[src/rtl/pulse_stretch_enable.sv]
// Stretches single-cycle enable strobes into STRETCH-cycle enables separated by at least GAP low cycles.
// Latency: slow_enable rises one cycle after an accepted strobe; further strobes queue in a pending counter.
// Backpressure: none; strobes beyond MAX_PEND queued events are dropped and flagged by sticky overflow.
module pulse_stretch_enable #(
  parameter int STRETCH  = 8,
  parameter int GAP      = 2,
  parameter int MAX_PEND = 4
) (
  input  logic                          clk,
  input  logic                          rst,
  input  logic                          fast_pulse,
  input  logic                          clear_ovf,
  output logic                          slow_enable,
  output logic                          busy,
  output logic [$clog2(MAX_PEND+1)-1:0] pending,
  output logic                          overflow
);

  localparam int PW      = $clog2(MAX_PEND + 1);
  localparam int CNT_MAX = (STRETCH > GAP) ? STRETCH : GAP;
  localparam int CW      = $clog2(CNT_MAX + 1);

  localparam logic [PW-1:0] PEND_FULL    = PW'(MAX_PEND);
  localparam logic [CW-1:0] STRETCH_LOAD = CW'(STRETCH - 1);
  localparam logic [CW-1:0] GAP_LOAD     = CW'(GAP - 1);

  typedef enum logic [1:0] {
    ST_IDLE = 2'd0,
    ST_HIGH = 2'd1,
    ST_GAP  = 2'd2
  } state_t;

  state_t          state_q, state_d;
  logic [CW-1:0]   cnt_q, cnt_d;
  logic [PW-1:0]   pending_q, pending_d;
  logic            overflow_q, overflow_d;
  logic            slow_enable_q, slow_enable_d;
  logic            busy_q, busy_d;

  logic            gap_last;
  logic            start;
  logic            drop;

  // Start decision shared by the FSM and the pending counter
  always_comb begin
    gap_last = (state_q == ST_GAP) && (cnt_q == '0);
    start    = ((state_q == ST_IDLE) || gap_last) &&
               ((pending_q != '0) || fast_pulse);
    drop     = fast_pulse && !start && (pending_q == PEND_FULL);
  end

  // State, counter and registered outputs; reset aborts any stretch and flushes queued events
  always_ff @(posedge clk or posedge rst) begin
    if (rst) begin
      state_q       <= ST_IDLE;
      cnt_q         <= '0;
      pending_q     <= '0;
      overflow_q    <= 1'b0;
      slow_enable_q <= 1'b0;
      busy_q        <= 1'b0;
    end else begin
      state_q       <= state_d;
      cnt_q         <= cnt_d;
      pending_q     <= pending_d;
      overflow_q    <= overflow_d;
      slow_enable_q <= slow_enable_d;
      busy_q        <= busy_d;
    end
  end

  // Next state; the phase counter reloads on every state entry and counts down to the final cycle
  always_comb begin
    state_d = state_q;
    cnt_d   = cnt_q;
    unique case (state_q)
      ST_IDLE: begin
        if (start) begin
          state_d = ST_HIGH;
          cnt_d   = STRETCH_LOAD;
        end
      end
      ST_HIGH: begin
        if (cnt_q == '0) begin
          state_d = ST_GAP;
          cnt_d   = GAP_LOAD;
        end else begin
          cnt_d = cnt_q - 1'b1;
        end
      end
      ST_GAP: begin
        if (gap_last) begin
          if (start) begin
            state_d = ST_HIGH;
            cnt_d   = STRETCH_LOAD;
          end else begin
            state_d = ST_IDLE;
            cnt_d   = '0;
          end
        end else begin
          cnt_d = cnt_q - 1'b1;
        end
      end
      default: begin
        state_d = ST_IDLE;
        cnt_d   = '0;
      end
    endcase
  end

  // Outputs are decoded from the next state so they come straight out of flops
  always_comb begin
    slow_enable_d = (state_d == ST_HIGH);
    busy_d        = (state_d != ST_IDLE);
  end

  // Pending queue: a start pulls one queued event (a coincident strobe refills it); a start with
  // nothing queued consumes the strobe directly; otherwise strobes queue until full, then drop
  always_comb begin
    pending_d = pending_q;
    if (start) begin
      if ((pending_q != '0) && !fast_pulse) begin
        pending_d = pending_q - 1'b1;
      end
    end else if (fast_pulse && (pending_q != PEND_FULL)) begin
      pending_d = pending_q + 1'b1;
    end
  end

  // Sticky overflow; a drop in the same cycle as a clear leaves the flag set
  always_comb begin
    overflow_d = overflow_q;
    if (drop) begin
      overflow_d = 1'b1;
    end else if (clear_ovf) begin
      overflow_d = 1'b0;
    end
  end

  assign slow_enable = slow_enable_q;
  assign busy        = busy_q;
  assign pending     = pending_q;
  assign overflow    = overflow_q;

endmodule

[config.mk]
export PLATFORM = sky130hd
export DESIGN_NAME = pulse_stretch_enable
export DESIGN_NICKNAME = d
export VERILOG_FILES = /design/src/rtl/pulse_stretch_enable.sv
export SDC_FILE = /design/constraint.sdc
export NUM_CORES = 1
export LEC_CHECK = 0
export ABC_AREA = 1
export CAP_MARGIN = 20
export CORE_MARGIN = 8
export CORE_UTILIZATION = 35
export DETAILED_ROUTE_END_ITERATION = 10
export GPL_TIMING_DRIVEN = 0
export PLACE_DENSITY_LB_ADDON = 0.08
export SLEW_MARGIN = 10
export SYNTH_ARGS = -nofsm -noshare
export SYNTH_HDL_FRONTEND = slang
export SYNTH_SLANG_ARGS = --single-unit
[constraint.sdc]
create_clock -name clk -period 2.4 [get_ports clk]
set_clock_uncertainty 0.15 [all_clocks]
set_input_delay 0.24 -clock clk [delete_from_list [all_inputs] [get_ports clk]]
set_output_delay 0.24 -clock clk [all_outputs]
set_load 0.05 [all_outputs]
======== Yosys cells after proc, flatten, opt, wreduce, memory -nomap -nowiden ========
Index checks and enable logic that the tools add are counted.
word-level totals
  flip-flop bits (word level) ............. 12
  bits of input ports ..................... 4
  output and inout bits ................... 6
  logic and storage cells ................. 48
operators by class
  add/sub/neg operators ................... 3
  equality and inequality tests ........... 7
  mux-type cells .......................... 15
  reduce and logical (&&, ||, !) cells .... 17
operators by type and width
  operator                                                                count
  3-bit two-way mux                                                       4
  4-bit two-way mux                                                       3
  4-bit case mux with 3 select lines                                      1
  1-bit logical AND                                                       6
  2-bit two-way mux                                                       3
  2-bit case mux with 3 select lines                                      1
  2-bit nonzero test                                                      3
  2-bit by 1-bit equality test with 1-bit output (second input constant)  2
  4-bit zero test                                                         1
  4-bit by 1-bit subtractor with 4-bit output (second input constant)     1
  3-bit by 1-bit adder with 3-bit output (second input constant)          1
  3-bit equality test (second input constant)                             1
  1-bit two-way mux                                                       3
  3-bit != test (second input constant)                                   1
  3-bit nonzero test                                                      1
  3-bit by 1-bit subtractor with 3-bit output (second input constant)     1
  2-bit equality test (second input constant)                             1
  1-bit zero test                                                         2
  2-bit zero test                                                         1
  1-bit logical OR                                                        2
  2-bit by 1-bit != test with 1-bit output (second input constant)        1
  2-bit != test (second input constant)                                   1
  2-bit AND reduction                                                     1

======== Depth between registers and ports, before layout ========
  word-level depth ........................ 8
  depth in mapped cells ................... 14
  mapped depth without buffers ............ 14

======== Worst setup path after synthesis ========
No wires, ideal clock.
  kind .................................... register to register
  from .................................... register pending_q[0], in the netlist pending[0]
  to ...................................... register pending_q[2], in the netlist pending[2]
  library setup time ...................... 120 ps
  arrival time ............................ 1842 ps
  data required time ...................... 2130 ps
  slack ................................... 289 ps
  cell stages (with the launch flop) ...... 13
  path buffers ............................ 0
  clock period less this slack ............ 2111 ps
  cell sequence ........................... dfrtp_1 -> nor2_4 -> nand3_2 -> nand3_2 -> xor2_1 -> inv_1 -> ha_1 -> nor2_1 -> nand4_1 -> nand2_1 -> nand2_1 -> nand2_1 -> nand2_1
between the ends
  longest elaborated chain between the ends .. 5
  elaborated cells on any way between the ends .. 14
  classes of those cells .................. add/sub: 2; eq/ne: 2; mux: 3; reduce/logical: 7
ends and longest elaborated chain
  item                                                                                            line  text
  start: declaration                                                                              35    logic [PW-1:0] pending_q, pending_d;
  start signal: assignment                                                                        64    pending_q <= pending_d;
  parallel branches: the longest is 5 deep, another holds 3-bit by 1-bit adder with 3-bit output  --
Parallel ways; which one is timed is not known. The select of a mux whose other input is x is not followed.
A chain may end at the register's enable or synchronous reset.

======== Worst setup path after layout ========
  from .................................... register cnt_q[0]
  to ...................................... register pending_q[2], in the netlist pending[2]
between the ends
  longest elaborated chain between the ends .. 6
  elaborated cells on any way between the ends .. 8
  classes of those cells .................. eq/ne: 1; mux: 1; reduce/logical: 6
ends and longest elaborated chain
  item                                                                                                    line  text
  start: declaration                                                                                      34    logic [CW-1:0] cnt_q, cnt_d;
  start signal: assignment                                                                                63    cnt_q <= cnt_d;
  4-bit zero test *                                                                                       46    gap_last = (state_q == ST_GAP) && (cnt_q == '0);
  1-bit logical AND *                                                                                     46
  1-bit logical OR *                                                                                      47    start = ((state_q == ST_IDLE) || gap_last) &&
  1-bit logical AND *                                                                                     47
  2-bit by 1-bit != test with 1-bit output (no source line) / 2-bit nonzero test (equally long branches)  --
  2-bit AND reduction (no source line)                                                                    --
Every way passes the cells marked *; elsewhere a longest branch is shown, timed or not.

==> flow_summary.json <==
{
  "status": "complete, no violations",
  "vias": 606,
  "p_seq_share_pct": 28.5,
  "clockBufferDepth": 2,
  "worstRegToRegCells": 14,
  "firstDrtPassIters": 4,
  "start_util_pct": 36.8,
  "fin_tns_setup_ns": 0,
  "critical_path.cell_chain": "inv_1 -> ha_1 -> nand2_2 -> nand2_2 -> nand3_2 -> xor2_1 -> inv_1 -> ha_1 -> nor2_1 -> nand4_1 -> nand2_1 -> nand2_1 -> nand2_1 -> nand2_1",
  "clkPwrFrac_pct": 11.9,
  "grt_max_degree": 13,
  "route.met3.wl_um": 94,
  "drtIter0Drc": 10,
  "cts_setup_buffers": 0,
  "placementRows": 16,
  "nets": 108,
  "max_freq_mhz": 474,
  "synthCells": 87,
  "power_density_mw_per_mm2": 1620,
  "synth_nets": 94,
  "grt_pass1_wl_um": 2480,
  "p_sw_mw": 0.724,
  "cp-start-kind": "register",
  "cp_slowest_cell": "dfrtp_1",
  "hold_viol_final": 0,
  "die_w_um": 61.4,
  "gp_congestion": 0.787,
  "cts_buffers": 3,
  "min_path_type": "primary input to async pin",
  "place_inst": 123,
  "cp.arrival_ns": 2.14,
  "crit_path_max_incr_delay_ns": 0.38,
  "ys.flop_type": "dfrtp_1",
  "areaGrowthSynthToFinish_pct": 22.2,
  "stdcell_count": 127,
  "met1_length_um": 710,
  "critPathCaptureType": "register",
  "drv_cap": 0,
  "crit_top_cell": "nand2_1",
  "r2r-start": "cnt_q[0]",
  "slew_headroom_pct": 66.8,
  "clk_latency_ns": 0.28,
  "tightest_slew_ns": 0.496,
  "cts_root_buffer": "clkbuf_4",
  "drt_wl_total_um": 1440,
  "p_int_mw": 0.702,
  "synth_edf_count": 0,
  "die_y_um": 61.4,
  "p_sw_share_pct": 50.8,
  "slew_viol_final": 0,
  "min_period_ns": 2.11,
  "grt_usage_pct": 8.72,
  "drt-wirelength-per-cell_um": 11.3,
  "r2r_slack_ns": 0.29,
  "hpwlAfterDp_um": 1110,
  "top_layer": "met4",
  "fillers": 209,
  "whs_ns": 0.113,
  "ys_seq_elements": 12,
  "syn_area_per_cell_um2": 8.30,
  "path_clk_slew_ns": 0.08,
  "r2r_end": "pending[2]",
  "critical-path-top-delay-family": "simple AND/OR/NAND/NOR gates",
  "antenna_found_initial": 0,
  "yosysSeqAreaShare_pct": 41.6,
  "ant_nets": 0,
  "grt.overflow.total": 0,
  "vias_per_cell": 4.77,
  "p_total_mw": 1.43,
  "fin_area_um2": 882,
  "cts_sinks": 12,
  "cts_resized": 0,
  "synth_cell_types": 22,
  "drive_gt1_share_pct": 22.0,
  "cp.required_ns": 2.43,
  "yosys_warnings": 0,
  "p_comb_share_pct": 59.6,
  "cts_tree": "built",
  "p_leak_nw": 0.410,
  "drc": 0,
  "synthArstFlopShare_pct": 100,
  "dr_wl_met2_um": 606,
  "dieArea_mm2": 0.00377,
  "rsz0062_at_grt": "no",
  "path_max_fanout": 6,
  "cts_hold_buf": 0,
  "fin_util_pct": 45.0,
  "core_mm2": 0.00196,
  "crit_type": "register to register",
  "antenna_cells": 0,
  "dpl_cell_area_um2": 846,
  "pre_cts_slack_ns": 0.158,
  "fin_crit_sh_pct": 87.9,
  "port_buffers": 9,
  "vdd_drop_max_mv": 0.655,
  "grt_pass1_vias": 614,
  "fin_ws_ns": 0.291,
  "htree_levels": 1,
  "finalSetupViolCount": 0,
  "pin_count": 10,
  "critPathBufInv": 2,
  "synth_area_um2": 722
}
## per-layer routing
metal / vias to the layer above / GRT usage [%]
met5: - / 0
met4: 0 / 4.87
met3: 5 / 2.30
met2: 12 / 13.1
met1: 283 / 11.0
li1: 306 / -
## sequential cells by signal, indices dropped and copies added (netlist names)
name	flops
busy	1
pending	3
state_q	2
slow_enable	1
overflow	1
cnt_q	4
## cells in the mapped netlist, types with 2 or more instances
cell / n / share of area (%)
nor2_2: 2 / 1.7
ha_1: 3 / 5.2
o22ai_1: 2 / 1.7
o21ai_0: 4 / 2.8
nand3_2: 2 / 2.8
xor2_1: 3 / 3.6
a21oi_1: 3 / 2.1
nand3_1: 9 / 6.2
o21ai_1: 2 / 1.4
nor2_1: 5 / 2.6
inv_2: 5 / 2.6
nand2_2: 3 / 2.6
dfrtp_1: 12 / 42
inv_1: 9 / 4.7
nand2_1: 14 / 7.3
nor2_4: 3 / 4.7
## kinds of logic after synthesis
kind of cell / synth area share, %
XOR/XNOR: 3.64
AND/OR/NAND/NOR: 31.4
flip-flops: 41.6
AO/OA/AOI/OAI: 10.2
adder cells (fa/ha/maj): 5.20
buffers and inverters: 7.97
## area by class of cell
cell class	instances	area, um^2	share of cell area [%]
multi-input combinational	60	364	41.3
sequential	12	300	34.0
inverter	15	57.6	6.52
clock buffer	4	36.3	4.11
tap	27	33.8	3.83
timing repair buffer	9	90.1	10.2
## cells in the final DEF (no fill, tap or decap), drive strengths merged
| cell | count |
|---|---|
| or2 | 1 |
| nand3 | 11 |
| nand2 | 17 |
| clkdlybuf4s50 | 9 |
| nor2 | 10 |
| clkbuf | 4 |
| dfrtp | 12 |
| ha | 3 |
| xor2 | 3 |
| nand4 | 2 |
| o21ai | 7 |
| a21oi | 3 |
| clkinv | 1 |
| o22ai | 2 |
| inv | 14 |
| o211ai | 1 |
## power by group through the flow
| stage | Combinational [mW] | Clock [mW] | Sequential, mW |
|---|---|---|---|
| 2_1_floorplan | 0.505 | 0 | 0.555 |
| 3_3_place_gp | 0.851 | 0 | 0.408 |
| 3_5_place_dp | 0.862 | 0 | 0.411 |
| 4_1_cts | 0.865 | 0.174 | 0.407 |
| 5_1_grt | 0.963 | 0.179 | 0.418 |
| 6_report | 0.849 | 0.170 | 0.407 |
## worst max-delay path by stage
| stage | from | to | depth (start not counted) |
|---|---|---|---|
| floorplan | pending[0] | pending[2] | 12 |
| detailed placement | fast_pulse | pending[2] | 13 |
| global placement | fast_pulse | pending[2] | 13 |
| global route | cnt_q[0] | pending[2] | 14 |
| finish | cnt_q[0] | pending[2] | 14 |
| CTS | cnt_q[0] | pending[2] | 14 |
Note: power is estimated with default switching activity, not from simulation.
